==> config.mk <==
export PLATFORM = sky130hd
export DESIGN_NAME = reg_dump
export DESIGN_NICKNAME = d
export VERILOG_FILES = /design/src/rtl/reg_dump_pkg.sv /design/src/rtl/reg_dump.sv
export SDC_FILE = /design/constraint.sdc
export NUM_CORES = 1
export LEC_CHECK = 0
export CAP_MARGIN = 25
export CORE_ASPECT_RATIO = 1.75
export CORE_MARGIN = 3
export CORE_UTILIZATION = 42
export DETAILED_ROUTE_END_ITERATION = 6
export HOLD_SLACK_MARGIN = 0.03
export PLACE_DENSITY_LB_ADDON = 0.05
export SLEW_MARGIN = 10
export SYNTH_ARGS = -nofsm -noshare
export SYNTH_HDL_FRONTEND = slang
export SYNTH_SLANG_ARGS = --single-unit
==> constraint.sdc <==
create_clock -name CLK -period 2.08 [get_ports CLK]
set_input_delay 0.312 -clock CLK [delete_from_list [all_inputs] [get_ports CLK]]
set_output_delay 0.312 -clock CLK [all_outputs]
set_load 0.05 [all_outputs]
==> src/rtl/reg_dump_pkg.sv <==
// Shared definitions for the register-file dump reader: address width,
// the zero-register index and the FSM state encodings.
package reg_dump_pkg;

  localparam int REG_ADDR_W = 5;
  localparam logic [REG_ADDR_W-1:0] REG_ZERO = 5'd0;

  typedef enum logic [1:0] {
    DUMP_IDLE = 2'd0,
    DUMP_LOAD = 2'd1,
    DUMP_SEND = 2'd2,
    DUMP_FIN  = 2'd3
  } dump_state_e;

endpackage

==> src/rtl/reg_dump.sv <==
// Debug reader that walks FIRST_REG..LAST_REG on one register-file read port
// and streams each sampled value with its index over a valid/ready handshake.
module reg_dump
  import reg_dump_pkg::*;
#(
  parameter logic [REG_ADDR_W-1:0] FIRST_REG = 5'd0,
  parameter logic [REG_ADDR_W-1:0] LAST_REG  = 5'd31
) (
  input  logic                  CLK,
  input  logic                  RST,
  input  logic                  START,
  output logic [REG_ADDR_W-1:0] A,
  input  logic [31:0]           RS,
  output logic [31:0]           OUT_DATA,
  output logic [REG_ADDR_W-1:0] OUT_IDX,
  output logic                  OUT_VALID,
  input  logic                  OUT_READY,
  output logic                  BUSY,
  output logic                  DONE
);

  dump_state_e state;
  dump_state_e next_state;
  logic        handshake;

  assign handshake = OUT_VALID && OUT_READY;

  always_ff @(posedge CLK or posedge RST) begin
    if (RST) begin
      state <= DUMP_IDLE;
    end else begin
      state <= next_state;
    end
  end

  always_comb begin
    next_state = state;
    DONE       = 1'b0;
    case (state)
      DUMP_IDLE: begin
        if (START) begin
          next_state = DUMP_LOAD;
        end
      end
      DUMP_LOAD: begin
        next_state = DUMP_SEND;
      end
      DUMP_SEND: begin
        if (handshake) begin
          next_state = (A == LAST_REG) ? DUMP_FIN : DUMP_LOAD;
        end
      end
      DUMP_FIN: begin
        DONE       = 1'b1;
        next_state = DUMP_IDLE;
      end
      default: begin
        next_state = DUMP_IDLE;
      end
    endcase
  end

  // Address walk and output word; the word is frozen through SEND until accepted.
  always_ff @(posedge CLK or posedge RST) begin
    if (RST) begin
      A         <= FIRST_REG;
      OUT_DATA  <= 32'd0;
      OUT_IDX   <= REG_ZERO;
      OUT_VALID <= 1'b0;
      BUSY      <= 1'b0;
    end else begin
      case (state)
        DUMP_IDLE: begin
          A <= FIRST_REG;
          if (START) begin
            BUSY <= 1'b1;
          end
        end
        DUMP_LOAD: begin
          OUT_DATA  <= RS;
          OUT_IDX   <= A;
          OUT_VALID <= 1'b1;
        end
        DUMP_SEND: begin
          if (handshake) begin
            OUT_VALID <= 1'b0;
            if (A != LAST_REG) begin
              A <= A + 5'd1;
            end
          end
        end
        DUMP_FIN: begin
          BUSY <= 1'b0;
          A    <= FIRST_REG;
        end
        default: begin
          A <= FIRST_REG;
        end
      endcase
    end
  end

endmodule

==> impl_metrics.json, run 1 <==
{
  "status": "completed",
  "async_flop_share_pct": 100.0,
  "p_per_area_nw_per_um2": 1871,
  "clock_latency_ns": 0.29,
  "cts_setup_buffers": 0,
  "drc": 0,
  "period_share_pct": 92.38,
  "ys_types": 26,
  "grt_antenna_before_repair": 0,
  "nets": 263,
  "slew_headroom_pct": 64.88,
  "dieArea_um2": 5436,
  "htreeDepth": 2,
  "ant_nets": 0,
  "setup_viol": 0,
  "floorplan.initialDensity_pct": 44.87,
  "synthTopCellsByCount": "46 x dfrtp_1, 37 x mux2_2, 7 x ha_1",
  "placed_area_um2": 2793,
  "synthTopCellsByArea": "dfrtp_1 60%, mux2_2 22%, ha_1 4.6%",
  "ys_warn_count": 0,
  "synth_top_area_cell": "dfrtp_1",
  "pre_cts_ws_ns": 0.1990,
  "synth_most_common_cell": "dfrtp_1",
  "cts_tree": "built",
  "period_minus_slack_ns": 1.922,
  "drive_above_1_share_pct": 25.79,
  "rsz0062_at_grt": "false",
  "final_area_um2": 2935,
  "synth_top_area_share_pct": 60.13,
  "ys_seq_area_share_pct": 60.13,
  "hold_slack_ns": 0.3460,
  "synthesis.area_um2": 1914,
  "p_seq_share_pct": 27.3,
  "regArea_um2": 1154,
  "drt_first_iter_violations": 27,
  "slowest_delay_ns": 0.53,
  "power.share.clock_pct": 14.5,
  "place.detailed.hpwl_um": 3446,
  "gr-total-overflow": 0,
  "ys.flop_type": "dfrtp_1",
  "critical_path.cell_chain": "ha_1 > and3_1 > ha_1 > nand3b_1 > or4_1 > nand3_1",
  "hold_viol_final": 0,
  "p_sw_share_pct": 45.01,
  "multi_input_area_um2": 714.4,
  "critical-path-slowest-cell": "or4_1",
  "grt_use_total_pct": 17.28,
  "comb_power_share_pct": 58.2,
  "nFillCells": 341,
  "portBuffers": 80,
  "grt_pass1_wl_um": 7107,
  "worst_pin_slew_ns": 0.5252,
  "ir_drop_uv": 1565,
  "cts_sinks": 46,
  "drv_cap": 0,
  "p_int_mw": 3.020,
  "final-max-slew-violation-count": 0,
  "clk_pin_slew_ns": 0.08,
  "syn_nets": 177,
  "area_delta_synth_final_pct": 53.33,
  "coreArea_um2": 4267,
  "clock_skew_ns": 0.006774,
  "power_mw": 5.491,
  "dr_total_vias": 1413,
  "clock-root-buffer": "clkbuf_8",
  "viasPerCell": 5.233,
  "crit_path_max_fanout": 4,
  "wirelength_um": 4395,
  "synth_seq_cells": 46,
  "p_switching_mw": 2.471,
  "setup-tns-final_ns": 0,
  "synth.avg_cell_area_um2": 14.29,
  "cp-start-kind": "flip-flop",
  "fin_ws_ns": 0.1585,
  "grt_pass1_vias": 1486,
  "fp-row-count": 31,
  "fin_cells": 270,
  "arrival_ns": 2.16,
  "n_antenna_cell": 0,
  "synth_edf_count": 0,
  "path_class": "reg -> reg",
  "numCtsBuffers": 5,
  "hold_path.class": "in -> async",
  "synthCells": 134,
  "die_w_um": 57.04,
  "crit_path_frequent_cell": "ha_1",
  "required_ns": 2.32,
  "dr.pass1.iters": 6,
  "power_leakage_nw": 1.249,
  "place_congestion": 0.7521,
  "clockBufferDepth": 2,
  "postCtsResizedCells": 0,
  "wl_per_cell_um": 16.28,
  "io_pins": 81,
  "fin_util_pct": 68.80,
  "fmax_mhz": 520.4,
  "chipHeight_um": 95.31,
  "end_kind": "flip-flop",
  "grt_max_degree": 27,
  "postCtsHoldBufs": 0,
  "dpl.cell_count": 262
}
worst max-delay path: cells and delay by family (launching register included):
family,cells,cell delay (ns)
adders and majority gates,2,0.43
and+or+nand+nor,4,1.03
DFF,1,0.41
registers in the layout (all words and copies together) (netlist names):
signal,count
OUT_DATA,32
A,5
OUT_IDX,5
state,2
BUSY,1
OUT_VALID,1
path summary, 6_finish.rpt:
path	startpoint	slack, ns	endpoint	cells after the start
hold reg to reg	OUT_DATA[1]$_DFFE_PP0P_	0.51	OUT_DATA[1]$_DFFE_PP0P_	1
min in group CLK	OUT_DATA[1]$_DFFE_PP0P_	0.51	OUT_DATA[1]$_DFFE_PP0P_	1
setup / recovery	A[0]$_DFFE_PP0P_	0.16	A[3]$_DFFE_PP0P_	6
hold / removal	RST	0.35	OUT_DATA[19]$_DFFE_PP0P_	2
max in group asynchronous	RST	1.22	A[1]$_DFFE_PP0P_	3
setup reg to reg	A[0]$_DFFE_PP0P_	0.16	A[3]$_DFFE_PP0P_	6
cells in the final DEF (no fill, tap or decap), types with 2 or more instances in the layout:
cell             instances
a21oi_1                  2
a31oi_1                  2
a32o_1                   2
buf_4                    5
bufinv_16                2
clkbuf_8                 6
clkdlybuf4s50_1         79
dfrtp_1                 44
dfrtp_2                  2
ha_1                     6
inv_1                    3
mux2_2                  37
nand2_1                  6
nand2b_1                 2
nand3_1                  5
nor2_1                   3
power groups by stage:
stage	Combinational, mW	Sequential, mW	Clock [mW]
after global routing	3.35	1.56	0.863
final	3.20	1.50	0.796
after CTS	3.23	1.51	0.824
after detailed placement	3.22	1.52	0
after floorplan	0.938	2.76	0
after global placement	3.13	1.48	0
kinds of logic after synthesis:
group	Yosys count	synth area share [%]
AND/OR/NAND/NOR	21	5.752
AO/OA/AOI/OAI	13	5.098
multiplexers	37	21.76
adder cells (fa/ha/maj)	7	4.575
buffers and inverters	10	2.679
flip-flops	46	60.13
cell type report:
cell class	instances	area share, %
Clock buffer	6	2.813
Clock inverter	2	2.046
Tap cell	49	2.089
Sequential cell	46	39.30
Multi-Input combinational cell	78	24.34
Timing Repair Buffer	85	28.90
Inverter	4	0.5115
metal layers:
layer / global-route usage, % / wire length, um / up-vias / share of wire [%]
met5: 0 / 0 / - / 0
met4: 6.963 / 76 / 0 / 1.7
met3: 5.962 / 358 / 9 / 8.1
met2: 32.16 / 2592 / 56 / 59
met1: 17.08 / 1368 / 699 / 31
li1: - / - / 649 / -
Note: power is estimated with default switching activity, not from simulation.
==> run 2, diff against run 1 <==
--- a/config.mk
+++ b/config.mk
@@ -7,8 +7,9 @@
 export LEC_CHECK = 0
 export CAP_MARGIN = 25
 export CORE_ASPECT_RATIO = 1.75
-export CORE_MARGIN = 3
+export CORE_MARGIN = 2
 export CORE_UTILIZATION = 42
+export CTS_CLUSTER_DIAMETER = 40
 export DETAILED_ROUTE_END_ITERATION = 6
 export HOLD_SLACK_MARGIN = 0.03
 export PLACE_DENSITY_LB_ADDON = 0.05
==> run 2 against run 1 <==
Against the previous run: die area shrank 5.5%; hold slack worse by 0.019 ns; clock skew decreased by 0.0046 ns; final cell count increased by 0.37%; clock power fell by 33%; flip-flop and latch count unchanged; core utilization down 3.4 points; first-iteration DRC count fell by 70%; critical path depth did not move; global-route usage shrank 0.50 points; maximum frequency shrank 1.1%; largest power group unchanged.
==> impl_metrics.json, run 2 (same netlist as run 1, synthesis figures left out) <==
{
  "cts_setup_buffers": 0,
  "numCtsBuffers": 5,
  "dieArea_um2": 5135,
  "placed_area_um2": 2788,
  "dr_total_vias": 1396,
  "viasPerCell": 5.151,
  "cts_tree": "built",
  "coreArea_um2": 4404,
  "nets": 262,
  "drc": 0,
  "setup-tns-final_ns": 0,
  "portBuffers": 80,
  "pre_cts_ws_ns": 0.1668,
  "n_antenna_cell": 0,
  "grt_max_degree": 21,
  "grt_antenna_before_repair": 0,
  "hold_viol_final": 0,
  "r2r-end": "A[3]$_DFFE_PP0P_",
  "rrSetupSlack_ns": 0.14,
  "status": "completed",
  "drt_first_iter_violations": 8,
  "postCtsHoldBufs": 0,
  "place.detailed.hpwl_um": 3225,
  "power_leakage_nw": 1.219,
  "path_class": "reg -> reg",
  "clock_latency_ns": 0.29,
  "chipHeight_um": 93.31,
  "floorplan.initialDensity_pct": 43.47,
  "worst_pin_slew_ns": 0.5376,
  "fp-row-count": 32,
  "arrival_ns": 2.17,
  "largest_register_ffs": 32,
  "top_regs": "OUT_DATA x32, A x5, OUT_IDX x5",
  "setup_viol": 0,
  "ant_nets": 0,
  "crit_path_max_fanout": 6,
  "cp-start-kind": "flip-flop",
  "gr-total-overflow": 0,
  "r2r_cells": 6,
  "p_per_area_nw_per_um2": 1808,
  "required_ns": 2.31,
  "fin_ws_ns": 0.1377,
  "grt_pass1_vias": 1421,
  "top_register": "OUT_DATA",
  "cts_sinks": 46,
  "clockBufferDepth": 2,
  "grt_use_total_pct": 16.78,
  "layout_common_cells": "79 x clkdlybuf4s50_1, 44 x dfrtp_1, 37 x mux2_2",
  "drive_above_1_share_pct": 25.00,
  "final_area_um2": 2879,
  "place_congestion": 0.7766,
  "period_minus_slack_ns": 1.942,
  "hold_path.class": "in -> async",
  "slew_headroom_pct": 64.05,
  "end_kind": "flip-flop",
  "postCtsResizedCells": 0,
  "area_delta_synth_final_pct": 50.39,
  "final-max-slew-violation-count": 0,
  "rsz0062_at_grt": "false",
  "grt_pass1_wl_um": 6203,
  "dpl.cell_count": 263,
  "hold_slack_ns": 0.3273,
  "fmax_mhz": 514.9,
  "dr.pass1.iters": 4,
  "r2r_start": "A[0]$_DFFE_PP0P_",
  "clock_skew_ns": 0.002220,
  "wirelength_um": 4036,
  "htreeDepth": 2,
  "wl_per_cell_um": 14.89,
  "clock-root-buffer": "clkbuf_8",
  "final_common_cell": "clkdlybuf4s50_1",
  "ir_drop_uv": 1223,
  "io_pins": 81,
  "die_w_um": 55.04,
  "period_share_pct": 93.38,
  "clk_pin_slew_ns": 0.08,
  "fin_cells": 271,
  "drv_cap": 0
}
## run 2: stage by stage
stage          total power [mW]  utilization, %
2_1_floorplan             3.694               -
3_3_place_gp              4.650           63.30
3_5_place_dp              4.724           63.30
4_1_cts                   5.274           65.37
5_1_grt                   5.499           65.37
6_report                  5.207           65.37
## run 2: layer usage
| metal | part of all wire (%) | vias up | routed length (um) | GRT usage (%) |
|---|---|---|---|---|
| met5 | 0 | - | 0 | 0 |
| met4 | 3.1 | 0 | 124 | 8.130 |
| met3 | 7.7 | 11 | 309 | 4.473 |
| met2 | 53 | 63 | 2151 | 29.86 |
| met1 | 36 | 679 | 1450 | 16.86 |
| li1 | - | 643 | - | - |
## run 2: worst max-delay path by stage
stage / startpoint / end / depth (start not counted)
3_3_place_gp: A[0]$_DFFE_PP0P_ / A[3]$_DFFE_PP0P_ / 6
4_1_cts: A[0]$_DFFE_PP0P_ / A[3]$_DFFE_PP0P_ / 6
2_1_floorplan: A[0]$_DFFE_PP0P_ / A[3]$_DFFE_PP0P_ / 6
3_5_place_dp: A[0]$_DFFE_PP0P_ / A[3]$_DFFE_PP0P_ / 6
6_report: A[0]$_DFFE_PP0P_ / A[3]$_DFFE_PP0P_ / 6
5_1_grt: A[0]$_DFFE_PP0P_ / A[3]$_DFFE_PP0P_ / 6
## run 2: power breakdown
group | internal (mW) | switching (mW) | leakage [nW]
registers | 1.28 | 0.219 | 0.556
logic | 1.24 | 1.93 | 0.615
clock network | 0.268 | 0.268 | 0.0482
total | 2.79 | 2.41 | 1.22
## run 2: critical path, stage by stage (launching register included)
cell and delay, ns:
dfrtp_2 0.44, ha_1 0.23, and3_1 0.19, ha_1 0.20, nand3b_1 0.22, or4_1 0.52
nand3_1 0.09
## run 2: area by class of cell
type / instances / area [um2]
fill: 356 / 1525
clock buffer: 7 / 86.33
clock inverter: 1 / 5.005
sequential: 46 / 1154
inverter: 4 / 15.01
multi-input combinational: 78 / 714.4
timing repair buffer: 84 / 840.8
tap: 51 / 63.81
